`src/rtl/count_down_timer.sv`:
```
// Countdown timer with an MM:SS.cc seven-segment display. Two active-low buttons
// load a preset and toggle run/pause; fDone rises when the count reaches 00:00.00.
module count_down_timer #(
  parameter int CLK_HZ   = 50_000_000,
  parameter int TICK_DIV = CLK_HZ / 100
) (
  input  logic        Clk,
  input  logic        Rst,
  input  logic        fStart,
  input  logic        fLoad,
  input  logic [23:0] Preset,
  output logic [6:0]  Sec0,
  output logic [6:0]  Sec1,
  output logic [6:0]  Sec2,
  output logic [6:0]  Sec3,
  output logic [6:0]  Sec4,
  output logic [6:0]  Sec5,
  output logic        fDone
);

  localparam int DIV_W = (TICK_DIV > 1) ? $clog2(TICK_DIV) : 1;
  localparam logic [DIV_W-1:0] DIV_MAX = DIV_W'(TICK_DIV - 1);

  typedef enum logic [1:0] {IDLE, RUN, PAUSE, DONE} state_t;

  state_t            state, state_next;
  logic [5:0][3:0]   digits, digits_next, digits_dec, digits_preset;
  logic [DIV_W-1:0]  div, div_next;
  logic              done_next;

  logic start_s1, start_s2, start_prev;
  logic load_s1, load_s2, load_prev;
  logic start_ev, load_ev;

  function automatic logic [3:0] sat(input logic [3:0] d, input logic [3:0] lim);
    return (d > lim) ? lim : d;
  endfunction

  // Digit 3 (sec tens) and digit 5 (min tens) roll over to 5; all others to 9.
  function automatic logic [5:0][3:0] bcd_dec(input logic [5:0][3:0] d);
    logic [5:0][3:0] r;
    logic            borrow;
    logic [3:0]      top;
    r      = d;
    borrow = 1'b1;
    for (int i = 0; i < 6; i++) begin
      top = (i == 3 || i == 5) ? 4'd5 : 4'd9;
      if (borrow) begin
        if (d[i] == 4'd0) begin
          r[i] = top;
        end else begin
          r[i]   = d[i] - 4'd1;
          borrow = 1'b0;
        end
      end
    end
    return r;
  endfunction

  function automatic logic [6:0] seg7(input logic [3:0] d);
    logic [6:0] s;
    case (d)
      4'd0:    s = 7'b1000000;
      4'd1:    s = 7'b1111001;
      4'd2:    s = 7'b0100100;
      4'd3:    s = 7'b0110000;
      4'd4:    s = 7'b0011001;
      4'd5:    s = 7'b0010010;
      4'd6:    s = 7'b0000010;
      4'd7:    s = 7'b1111000;
      4'd8:    s = 7'b0000000;
      4'd9:    s = 7'b0010000;
      default: s = 7'b1111111;
    endcase
    return s;
  endfunction

  always_ff @(posedge Clk) begin
    if (!Rst) begin
      start_s1   <= 1'b1;
      start_s2   <= 1'b1;
      start_prev <= 1'b1;
      load_s1    <= 1'b1;
      load_s2    <= 1'b1;
      load_prev  <= 1'b1;
    end else begin
      start_s1   <= fStart;
      start_s2   <= start_s1;
      start_prev <= start_s2;
      load_s1    <= fLoad;
      load_s2    <= load_s1;
      load_prev  <= load_s2;
    end
  end

  assign start_ev = start_prev & ~start_s2;
  assign load_ev  = load_prev & ~load_s2;

  assign digits_preset[5] = sat(Preset[23:20], 4'd5);
  assign digits_preset[4] = sat(Preset[19:16], 4'd9);
  assign digits_preset[3] = sat(Preset[15:12], 4'd5);
  assign digits_preset[2] = sat(Preset[11:8],  4'd9);
  assign digits_preset[1] = sat(Preset[7:4],   4'd9);
  assign digits_preset[0] = sat(Preset[3:0],   4'd9);

  assign digits_dec = bcd_dec(digits);

  always_ff @(posedge Clk) begin
    if (!Rst) begin
      state  <= IDLE;
      digits <= '0;
      div    <= '0;
      fDone  <= 1'b0;
    end else begin
      state  <= state_next;
      digits <= digits_next;
      div    <= div_next;
      fDone  <= done_next;
    end
  end

  // A load outranks a simultaneous start; while running, loads are ignored.
  always_comb begin
    state_next  = state;
    digits_next = digits;
    div_next    = div;
    done_next   = fDone;
    if (load_ev && state != RUN) begin
      digits_next = digits_preset;
      div_next    = '0;
      done_next   = 1'b0;
      state_next  = IDLE;
    end else if (start_ev) begin
      case (state)
        IDLE: begin
          if (digits != '0) begin
            state_next = RUN;
            div_next   = '0;
          end
        end
        RUN:     state_next = PAUSE;
        PAUSE:   state_next = RUN;
        default: state_next = state;
      endcase
    end else if (state == RUN) begin
      if (div == DIV_MAX) begin
        div_next    = '0;
        digits_next = digits_dec;
        if (digits_dec == '0) begin
          state_next = DONE;
          done_next  = 1'b1;
        end
      end else begin
        div_next = div + 1'b1;
      end
    end
  end

  assign Sec0 = seg7(digits[0]);
  assign Sec1 = seg7(digits[1]);
  assign Sec2 = seg7(digits[2]);
  assign Sec3 = seg7(digits[3]);
  assign Sec4 = seg7(digits[4]);
  assign Sec5 = seg7(digits[5]);

endmodule

```
`config.mk`:
```
export PLATFORM = sky130hd
export DESIGN_NAME = count_down_timer
export DESIGN_NICKNAME = d
export VERILOG_FILES = /design/src/rtl/count_down_timer.sv
export SDC_FILE = /design/constraint.sdc
export NUM_CORES = 1
export LEC_CHECK = 0
export ABC_CLOCK_PERIOD_IN_PS = 9140
export BUFFER_PORTS_ARGS = -buffer_cell sky130_fd_sc_hd__buf_2
export CAP_MARGIN = 10
export CORE_MARGIN = 2
export CORE_UTILIZATION = 35
export CTS_BUF_LIST = sky130_fd_sc_hd__clkbuf_2
export CTS_CLUSTER_DIAMETER = 80
export DETAILED_ROUTE_END_ITERATION = 7
export PLACE_DENSITY_LB_ADDON = 0.2
export SYNTH_ARGS = -nofsm -noshare
export SYNTH_HDL_FRONTEND = slang
export SYNTH_SLANG_ARGS = --single-unit
export TNS_END_PERCENT = 30
```
`constraint.sdc`:
```
create_clock -name Clk -period 9.14 [get_ports Clk]
set_input_delay 0.914 -clock Clk [delete_from_list [all_inputs] [get_ports Clk]]
set_output_delay 0.914 -clock Clk [all_outputs]
set_load 0.005 [all_outputs]
```
## Word level (Yosys, flattened, before mapping)

Memories as Yosys holds them, arrays and structs flattened. A register that Yosys moved wholly into a read port is not among the register bits.
Cells that the tools add are included.

| word-level totals | value |
|---|---|
| register bits after elaboration | 52 |
| latch bits | 0 |
| RAM bits | 0 |
| bits in read-only memories | 672 |
| input port bits | 28 |
| output and inout bits | 43 |
| logic and storage cells | 122 |
| memories kept | 6 |

Memory list:

| name | words | bits a word | rd ports | clocked after Yosys merged registers in | wr ports | line | RTL |
|---|---|---|---|---|---|---|---|
| (no name shown) | 16 | 7 | 1 | 1 | 0 | 62 | `case (d)` |
| (no name shown) | 16 | 7 | 1 | 1 | 0 | 62 |  |
| (no name shown) | 16 | 7 | 1 | 1 | 0 | 62 |  |
| (no name shown) | 16 | 7 | 1 | 1 | 0 | 62 |  |
| (no name shown) | 16 | 7 | 1 | 1 | 0 | 62 |  |
| (no name shown) | 16 | 7 | 1 | 1 | 0 | 62 |  |

| operators by class | value |
|---|---|
| add/subtract/negate cells | 7 |
| multiply operators | 0 |
| div/mod/pow operators | 0 |
| magnitude comparators | 6 |
| equal/unequal tests | 8 |
| shifts and indexed selects | 0 |
| mux-type cells | 53 |
| bitwise logic cells | 6 |
| reduce and logical (&&, ||, !) cells | 21 |

Operators with widths:

| operator | number |
|---|---|
| $mux W4 | 29 |
| $mux W24 | 4 |
| $mux W19 | 5 |
| $logic_not A24 Y1 | 1 |
| $logic_not A4 Y1 | 6 |
| $reduce_bool A24 Y1 | 1 |
| $sub A4 B1 Y4 const B | 6 |
| $add A19 B1 Y19 const B | 1 |
| $eq A19 B19 Y1 const B | 1 |
| $gt A4 B4 Y1 const B | 4 |
| $mux W2 | 5 |
| $reduce_bool A2 Y1 | 5 |
| $mux W1 | 9 |
| $gt A4 B3 Y1 const B | 2 |
| $ne A2 B1 Y1 const B | 4 |
| $pmux W2 S3 | 1 |
| $reduce_and A3 Y1 | 2 |
| $reduce_and A5 Y1 | 1 |
| $not A1 Y1 | 4 |
| $reduce_and A4 Y1 | 1 |
| $ne A3 B3 Y1 const B | 1 |
| $reduce_bool A3 Y1 | 1 |
| $and A1 B1 Y1 | 2 |
| $eq A2 B1 Y1 const B | 1 |
| 4 further kinds | 4 |

## Depth between registers and ports, before layout

Gate-level depths: netlist of the first run.

| logic depth | value |
|---|---|
| depth after elaboration | 13 |
| gate-level depth with buffers | 14 |
| gate-level depth less buffers | 13 |

## Worst setup path after synthesis of the first run

No wires, ideal clock.

| timing path | value |
|---|---|
| kind | register to register |
| start point | register digits[0] (netlist bit) |
| end point | register, netlist name Sec4[0] |
| library setup time | 0.122 ns |
| arrival time | 3.099 ns |
| required time | 9.018 ns |
| slack | 5.919 ns |
| stages on the path, launching flop included | 14 |
| buffers on the path | 0 |
| period minus slack after synthesis | 3.221 ns |
| path through | dfxtp_1 inv_1 ha_1 or3b_2 nor2_1 nand4_2 nor4_1 o31a_1 and2_1 inv_1 ha_1 nor2b_1 a31o_2 a311o_1 |

| between the ends | value |
|---|---|
| cells in the longest elaborated chain, start to end | 12 |

RTL lines:

| item | line | RTL |
|---|---|---|
| start, declared | 27 | `logic [5:0][3:0] digits, digits_next, digits_dec, digits_preset;` |
| start signal, assigned | 116 | `digits <= digits_next;` |
| $logic_not A4 Y1 | 49 | `if (d[i] == 4'd0) begin` |
| $mux W1 | 49 |  |
| $mux W1 (3 in a row) | 48 | `if (borrow) begin` |
| $mux W4 | 48 |  |
| $mux W24 | 146 | `if (div == DIV_MAX) begin` |
| $mux W24 | 145 | `end else if (state == RUN) begin` |
| $mux W24 | 133 | `end else if (start_ev) begin` |
| $mux W24 | 128 | `if (load_ev && state != RUN) begin` |
| $mux W4 (no line) (2 in a row) | - |  |

No other way between the ends. The select of a mux whose other input is x is not followed.
A chain may end at the register's enable or synchronous reset.

## Worst setup path after layout of the first run

| timing path | value |
|---|---|
| start point | register digits[0] (netlist bit) |
| end point | register, netlist name Sec4[0] |

| between the ends | value |
|---|---|
| cells in the longest elaborated chain, start to end | 12 |

RTL lines:

| item | line |
|---|---|
| $logic_not A4 Y1 | 49 |
| $mux W1 | 49 |
| $mux W1 (3 in a row) | 48 |
| $mux W4 | 48 |
| $mux W24 | 146 |
| $mux W24 | 145 |
| $mux W24 | 133 |
| $mux W24 | 128 |
| $mux W4 (no line) (2 in a row) | - |

No other way between the ends. The select of a mux whose other input is x is not followed.

==> results of run 1 <==
-- per-layer routing --
layer / global-route usage / part of all wire / vias to the layer above
li1: - / - / 2307
met1: 0.211 / 0.47 / 2154
met2: 0.268 / 0.47 / 139
met3: 0.0441 / 0.050 / 6
met4: 0.0399 / 0.0060 / 0
met5: 0 / 0 / -
-- sequential cells by signal, summed over array words and instances, names as in the netlist --
signal,count
state,2
load_s1,1
digits,24
load_prev,1
fDone,1
start_s1,1
Sec2,7
start_prev,1
load_s2,1
Sec4,7
Sec1,7
div,19
start_s2,1
Sec0,7
Sec3,7
Sec5,7
-- layout make-up --
| cell class | instances | area (um^2) | area share |
|---|---|---|---|
| inverter | 39 | 146 | 0.0253 |
| timing repair buffer | 72 | 365 | 0.0631 |
| tap | 184 | 230 | 0.0398 |
| clock inverter | 5 | 97.6 | 0.0169 |
| sequential | 94 | 1880 | 0.325 |
| multi-input combinational | 451 | 3010 | 0.520 |
| clock buffer | 11 | 55.1 | 0.00951 |
-- power breakdown --
part           total [mW]  switching, mW  leakage [nW]  internal [mW]
sequential          0.446         0.0113         0.768          0.435
combinational       0.144         0.0850          1.56         0.0587
clock               0.258          0.140        0.0912          0.118
-- how the worst max path moves through the flow --
stage	endpoint	slack, ns	from
finish	Sec4[0]	5.40	digits[0]
detailed placement	Sec3[0]	5.47	Rst
global route	Sec4[0]	5.11	digits[0]
CTS	Sec4[0]	5.45	digits[0]
global placement	Sec3[3]	5.56	Rst
floorplan	Sec4[0]	5.92	digits[0]
-- kinds of logic (layout without fill, tap and decap cells) --
family | Yosys count | count (layout) | share of synthesized area
AOI/OAI and AO/OA | 170 | 170 | 0.222
DFF | 94 | 94 | 0.365
and+or+nand+nor | 216 | 216 | 0.223
adders and majority gates | 36 | 36 | 0.0874
buffers and inverters | 62 | 127 | 0.0510
muxes | 9 | 9 | 0.0177
xor gates and xnor gates | 20 | 20 | 0.0340
-- critical path: stages, from the launching register on --
cell,delay (ns)
dfxtp_1,0.39
inv_1,0.14
ha_1,0.24
or3b_2,0.52
nor2_1,0.36
nand4_2,0.31
nor4_1,0.33
o31a_1,0.20
and2_1,0.20
inv_1,0.10
ha_1,0.22
nor2b_1,0.14
a31o_2,0.25
a311o_1,0.26
-- cells in the final DEF (no fill, tap or decap), types with 4 or more instances in the layout --
cell type,netlist,layout
nand2b_1,13,13
nand3_1,14,14
o31a_1,6,6
and3_1,10,10
or4_1,4,4
a311o_1,4,4
nor2_1,51,51
nor4_1,11,11
o31ai_1,4,4
o21ai_0,32,32
clkbuf_2,0,11
inv_1,38,38
buf_2,3,70
nand4_1,4,4
a31oi_1,7,7
nor2b_1,4,4
xor2_1,8,8
and2_1,8,8
xnor2_1,12,12
o22ai_1,5,5
or3_1,10,10
a21oi_1,50,50
a211oi_1,6,6
mux2i_1,8,8
dfxtp_1,94,94
o21a_1,9,9
nor3_1,12,12
ha_1,36,36
nand2_1,51,51
o211ai_1,4,4
==> impl_results.md, run 1 <==
* CTS sink cnt at 94
* Drt pass-1 iters at 5
* R2R Path Start: digits[0]
* Worst setup EP type: register
* Drt first-iter violations at 342
* # H-tree levels at 3
* Mean Syn Cell Area at between 8 and 9 um^2
* Post-DP HPWL at a little over 9000 um
* Hold Vio Cnt, Final at 0
* Dpl cells at between 800 and 900
* Max IR drop VDD at between 0.1 and 0.15 mV
* Distinct cells, synth at 75
* Final Non-Filler Cells at about 860
* FP Rows at 44
* Worst-path maximum fanout at 10
* WHS Endpoint: start_s2
* CTS root buf: clkbuf_2
* Asr flop ratio synth at 0
* Tcrit/Tclk final at 0.409
* Initial Util at 0.356
* Wire per inst at ~15 um
* Fin. max-slew vios at 0
* Type of origin of the critical path: register
* Post-CTS resize count at 0
* Reg clk slew, reported paths at between 0.2 and 0.3 ns
* Filler cells at 1476
* Worst slew pin tran at 0.890 ns
* CP arrival at roughly 4.2 ns
* Hold Path Depth at 1
* Setup Fix Bufs, Post-CTS at 0
* Setup Skew at 0.0255 ns
* Port Buffers at 70
* Power, Total at roughly 850 uW
* Synth Warn # at 0
* Die area at roughly 0.016 mm^2
* Setup Total Neg Slack at 0 ns
* Share of layout cells above drive strength 1 at 0.159
* Die width at 125 um
* Worst Hold Slack at approximately 0.47 ns
* Inserted Clock Buffers at 9
* Grt total ovfl at 0
* Post-CTS Hold Buffers at 0
* Seq cells post-synth at between 90 and 100
* Post-synth EDFFs at 0
* RSZ-0062 raised after global routing: false
* Post-Route WL at about 13000 um
* Max_slew headroom at 0.404
* Antenna cells at 0
* Final setup fails at 0
* Area leader, netlist: dfxtp_1
* Synthesized area at between 0.005 and 0.006 mm^2
* Vias in the first global route at 4292
* Synth Flop Type: dfxtp_1
* Reg2reg path depth at 13
* R2R Path End: Sec4[0]
* TritonCTS clock tree: done
* DRC viols at 0
* Syn Nets at ~670
* Commonest cells post-synth: dfxtp_1, nand2_1, nor2_1
* Core Util, Final at 0.400
* Placer Congestion at about 0.9
* Chip height at between 100 and 150 um
* First-pass GRT wire length at between 20000 and 25000 um
* P_leak at roughly 2.4 nW
* Dpl ws at approximately 5.5 ns
* Synth top area cells: dfxtp_1, ha_1, a21oi_1
* DP Area at 0.00564 mm^2
* Min-delay src: start_s1
* Clk_lat worst skew at slightly below 0.6 ns
* Via Count at 4606
* Post-Syn Instances at approximately 610
* Worst Path Required at roughly 9.6 ns
* Final #Nets at about 730
* Final min period at approximately 3.7 ns
* Ports at 71
* Critical path type: register to register
* Pwr per Cell Area at roughly 150 mW/mm^2
* Status: complete, no violations
* Most common cell in the synthesized netlist: dfxtp_1
* Gr usage total at 0.162
* Via/cell ratio at around 5.4
* Sequential fraction of the synthesis area at 0.365
* FF-to-FF setup slack at roughly 5.4 ns
* Post-route cell area at ~0.0058 mm^2
* Worst-case clock buffer depth at 2
* Core ar. at 0.0145 mm^2
* Worst hold path type: register to register
* Fmax at between 200 and 300 MHz
* ANT nets after route at 0
* P&R area growth vs syn at 12.4%
* Largest net degree at the start of global routing at 41
* Initial antenna violation count at 0
* Final worst slack at between 5 and 6 ns
* Top cell type's share of synthesized area at 0.365
* Max Cap Violations at 0
Power figures use the tool's default switching activity.
==> inputs of run 2 (changes only) <==
--- a/config.mk
+++ b/config.mk
@@ -5,7 +5,7 @@
 export SDC_FILE = /design/constraint.sdc
 export NUM_CORES = 1
 export LEC_CHECK = 0
-export ABC_CLOCK_PERIOD_IN_PS = 9140
+export ABC_CLOCK_PERIOD_IN_PS = 3800
 export BUFFER_PORTS_ARGS = -buffer_cell sky130_fd_sc_hd__buf_2
 export CAP_MARGIN = 10
 export CORE_MARGIN = 2
==> constraint.sdc (replaced) <==
create_clock -name Clk -period 3.8 [get_ports Clk]
set_input_delay 0.38 -clock Clk [delete_from_list [all_inputs] [get_ports Clk]]
set_output_delay 0.38 -clock Clk [all_outputs]
set_load 0.005 [all_outputs]
==> run 2 against run 1 <==
Clock skew decreased by 0.0076 ns. Via count increased by 1.5%. Critical path depth unchanged. Clock-buffer cell count decreased by 2. Register-to-register slack got worse by 5.1 ns. Non-clock buffer count increased by 13. Largest cell class unchanged. Wire length increased by 1.1%. First-iteration DRC count decreased by 7.3%. Largest power group unchanged. Sequential share of layout area decreased by 0.30 points. Sequential cell count unchanged. Utilization increased by 0.37 points. Highest routed layer unchanged.
==> impl_results.md, run 2 (synthesis results as in run 1) <==
* Core ar. at roughly 0.014 mm^2
* Via Count at about 4700
* Clk pwr share at 0.253
* Crit path largest cell delay at 0.52 ns
* Biggest regs: digits: 24 flops, div: 19 flops
* Post-DP HPWL at just under 10000 um
* Pwr per Cell Area at around 330 mW/mm^2
* Wire per inst at ~15 um
* CTS root buf: clkbuf_2
* Placer Congestion at approximately 0.86
* Leading cell type in the layout, fill and taps excluded: dfxtp_1
* Most frequent cells in the layout: dfxtp_1, buf_2, nand2_1, nor2_1, a21oi_1
* Sw Share at 0.301
* Critical path type: register to register
* Setup Skew at around 0.018 ns
* Worst setup EP type: register
* Final min period at approximately 3.5 ns
* Initial antenna violation count at 1
* P_leak at 2.45 nW
* DRC viols at 0
* Reg clk slew, reported paths at 0.24 ns
* Worst-case clock buffer depth at 2
* Max FFs per register at 24
* Int Pwr at between 1 and 1.5 mW
* Grt total ovfl at 0
* FP Rows at 44
* Chip height at about 130 um
* Port Buffers at 70
* Hold Vio Cnt, Final at 0
* Clk_lat worst skew at 0.61 ns
* Die width at 125 um
* Worst-path maximum fanout at 9
* Cells along the critical path: inv_1 -> ha_1 -> or3b_2 -> nor2_1 -> nand4_2 -> buf_4 -> nor2_1 -> xnor2_1 -> a211oi_1 -> inv_1 -> ha_1 -> mux2i_1 -> a21oi_1
* Max Cap Violations at 0
* P&R area growth vs syn at 13.4%
* Worst hold path type: input pin to register
* First-pass GRT wire length at between 20000 and 25000 um
* Reg power frac at 0.562
* Sw power at around 570 uW
* CTS sink cnt at 94
* Type of origin of the critical path: register
* Drt first-iter violations at approximately 320
* Inserted Clock Buffers at 9
* Vias in the first global route at ~4500
* Setup Fix Bufs, Post-CTS at 0
* Worst Path Required at ~4.3 ns
* Post-Route WL at 12900 um
* Gr usage total at 0.169
* Initial Util at 0.356
* Final setup fails at 0
* Ports at 71
* Share of layout cells above drive strength 1 at 0.170
* Worst slew pin tran at between 0.7 and 0.8 ns
* Drt pass-1 iters at 5
* Fmax at slightly below 300 MHz
* Setup Total Neg Slack at 0 ns
* ANT nets after route at 0
* RSZ-0062 raised after global routing: false
* Die area at approximately 0.016 mm^2
* Final #Nets at approximately 740
* TritonCTS clock tree: done
* Tcrit/Tclk final at 0.910
* Largest net degree at the start of global routing at 23
* CP arrival at between 3 and 4 ns
* Post-CTS resize count at 0
* Core Util, Final at 0.403
* FF-to-FF setup slack at between 0.3 and 0.4 ns
* Buf/Inv on CP at 3
* Largest delay share family, worst path: simple AND/OR/NAND/NOR gates
* Status: complete, no violations
* Post-CTS Hold Buffers at 2
* Biggest register: digits
* Max_slew headroom at 0.464
* Fin. max-slew vios at 0
* Critical-path top delay cell: or3b_2
* Max IR drop VDD at 0.248 mV
* # H-tree levels at 3
* Via/cell ratio at 5.37
* Logic pwr share at 0.185
run 2: stage by stage:
step                      setup WS [ns]  hold slack, ns  power (mW)  instance area, um^2  cells
final                             0.342          0.0724        1.91                 5840    870
after global routing             0.0702          0.0147        2.03                 5840    870
after CTS                         0.325         0.00998        1.93                 5840    868
after detailed placement          0.351           0.403        1.44                 5720    851
after global placement            0.450           0.399        1.44                 5720    851
after floorplan                   0.579           0.386        1.32                 5150    607
run 2: metal layers:
metal / up-vias / part of all wire / global-route usage
li1: 2336 / - / -
met1: 2219 / 0.47 / 0.216
met2: 110 / 0.48 / 0.282
met3: 11 / 0.042 / 0.0436
met4: 0 / 0.0093 / 0.0458
met5: - / 0 / 0
run 2: layout make-up:
class                      instances  area (um^2)
sequential                        94         1880
tap                              184          230
clock buffer                       9         45.0
multi-input combinational        451         3010
antenna                            2         5.00
inverter                          39          146
timing repair buffer              85          468
clock inverter                     6         53.8
fill                            1485         8640
run 2: worst reg2reg max path: cells and delay by family (launching register included):
| family | cells | cell delay (ns) |
|---|---|---|
| flip-flops | 1 | 0.38 |
| buffers and inverters | 3 | 0.50 |
| AO/OA/AOI/OAI | 2 | 0.55 |
| adder cells (fa/ha/maj) | 2 | 0.56 |
| XOR/XNOR | 1 | 0.09 |
| AND/OR/NAND/NOR | 4 | 1.16 |
| multiplexers | 1 | 0.13 |
run 2: final timing paths:
path / startpoint / end / cells past startpoint
setup reg to reg: digits[0] / Sec5[3] / 13
setup / recovery: digits[0] / Sec5[3] / 13
hold reg to reg: load_s1 / load_s2 / 1
hold / removal: Preset[16] / digits[16] / 3
run 2: power groups by stage:
stage,logic (mW),clock network [mW],registers [mW]
after floorplan,0.225,0,1.09
after global placement,0.346,0,1.09
after detailed placement,0.351,0,1.09
after CTS,0.355,0.505,1.07
after global routing,0.398,0.549,1.08
final,0.353,0.482,1.07
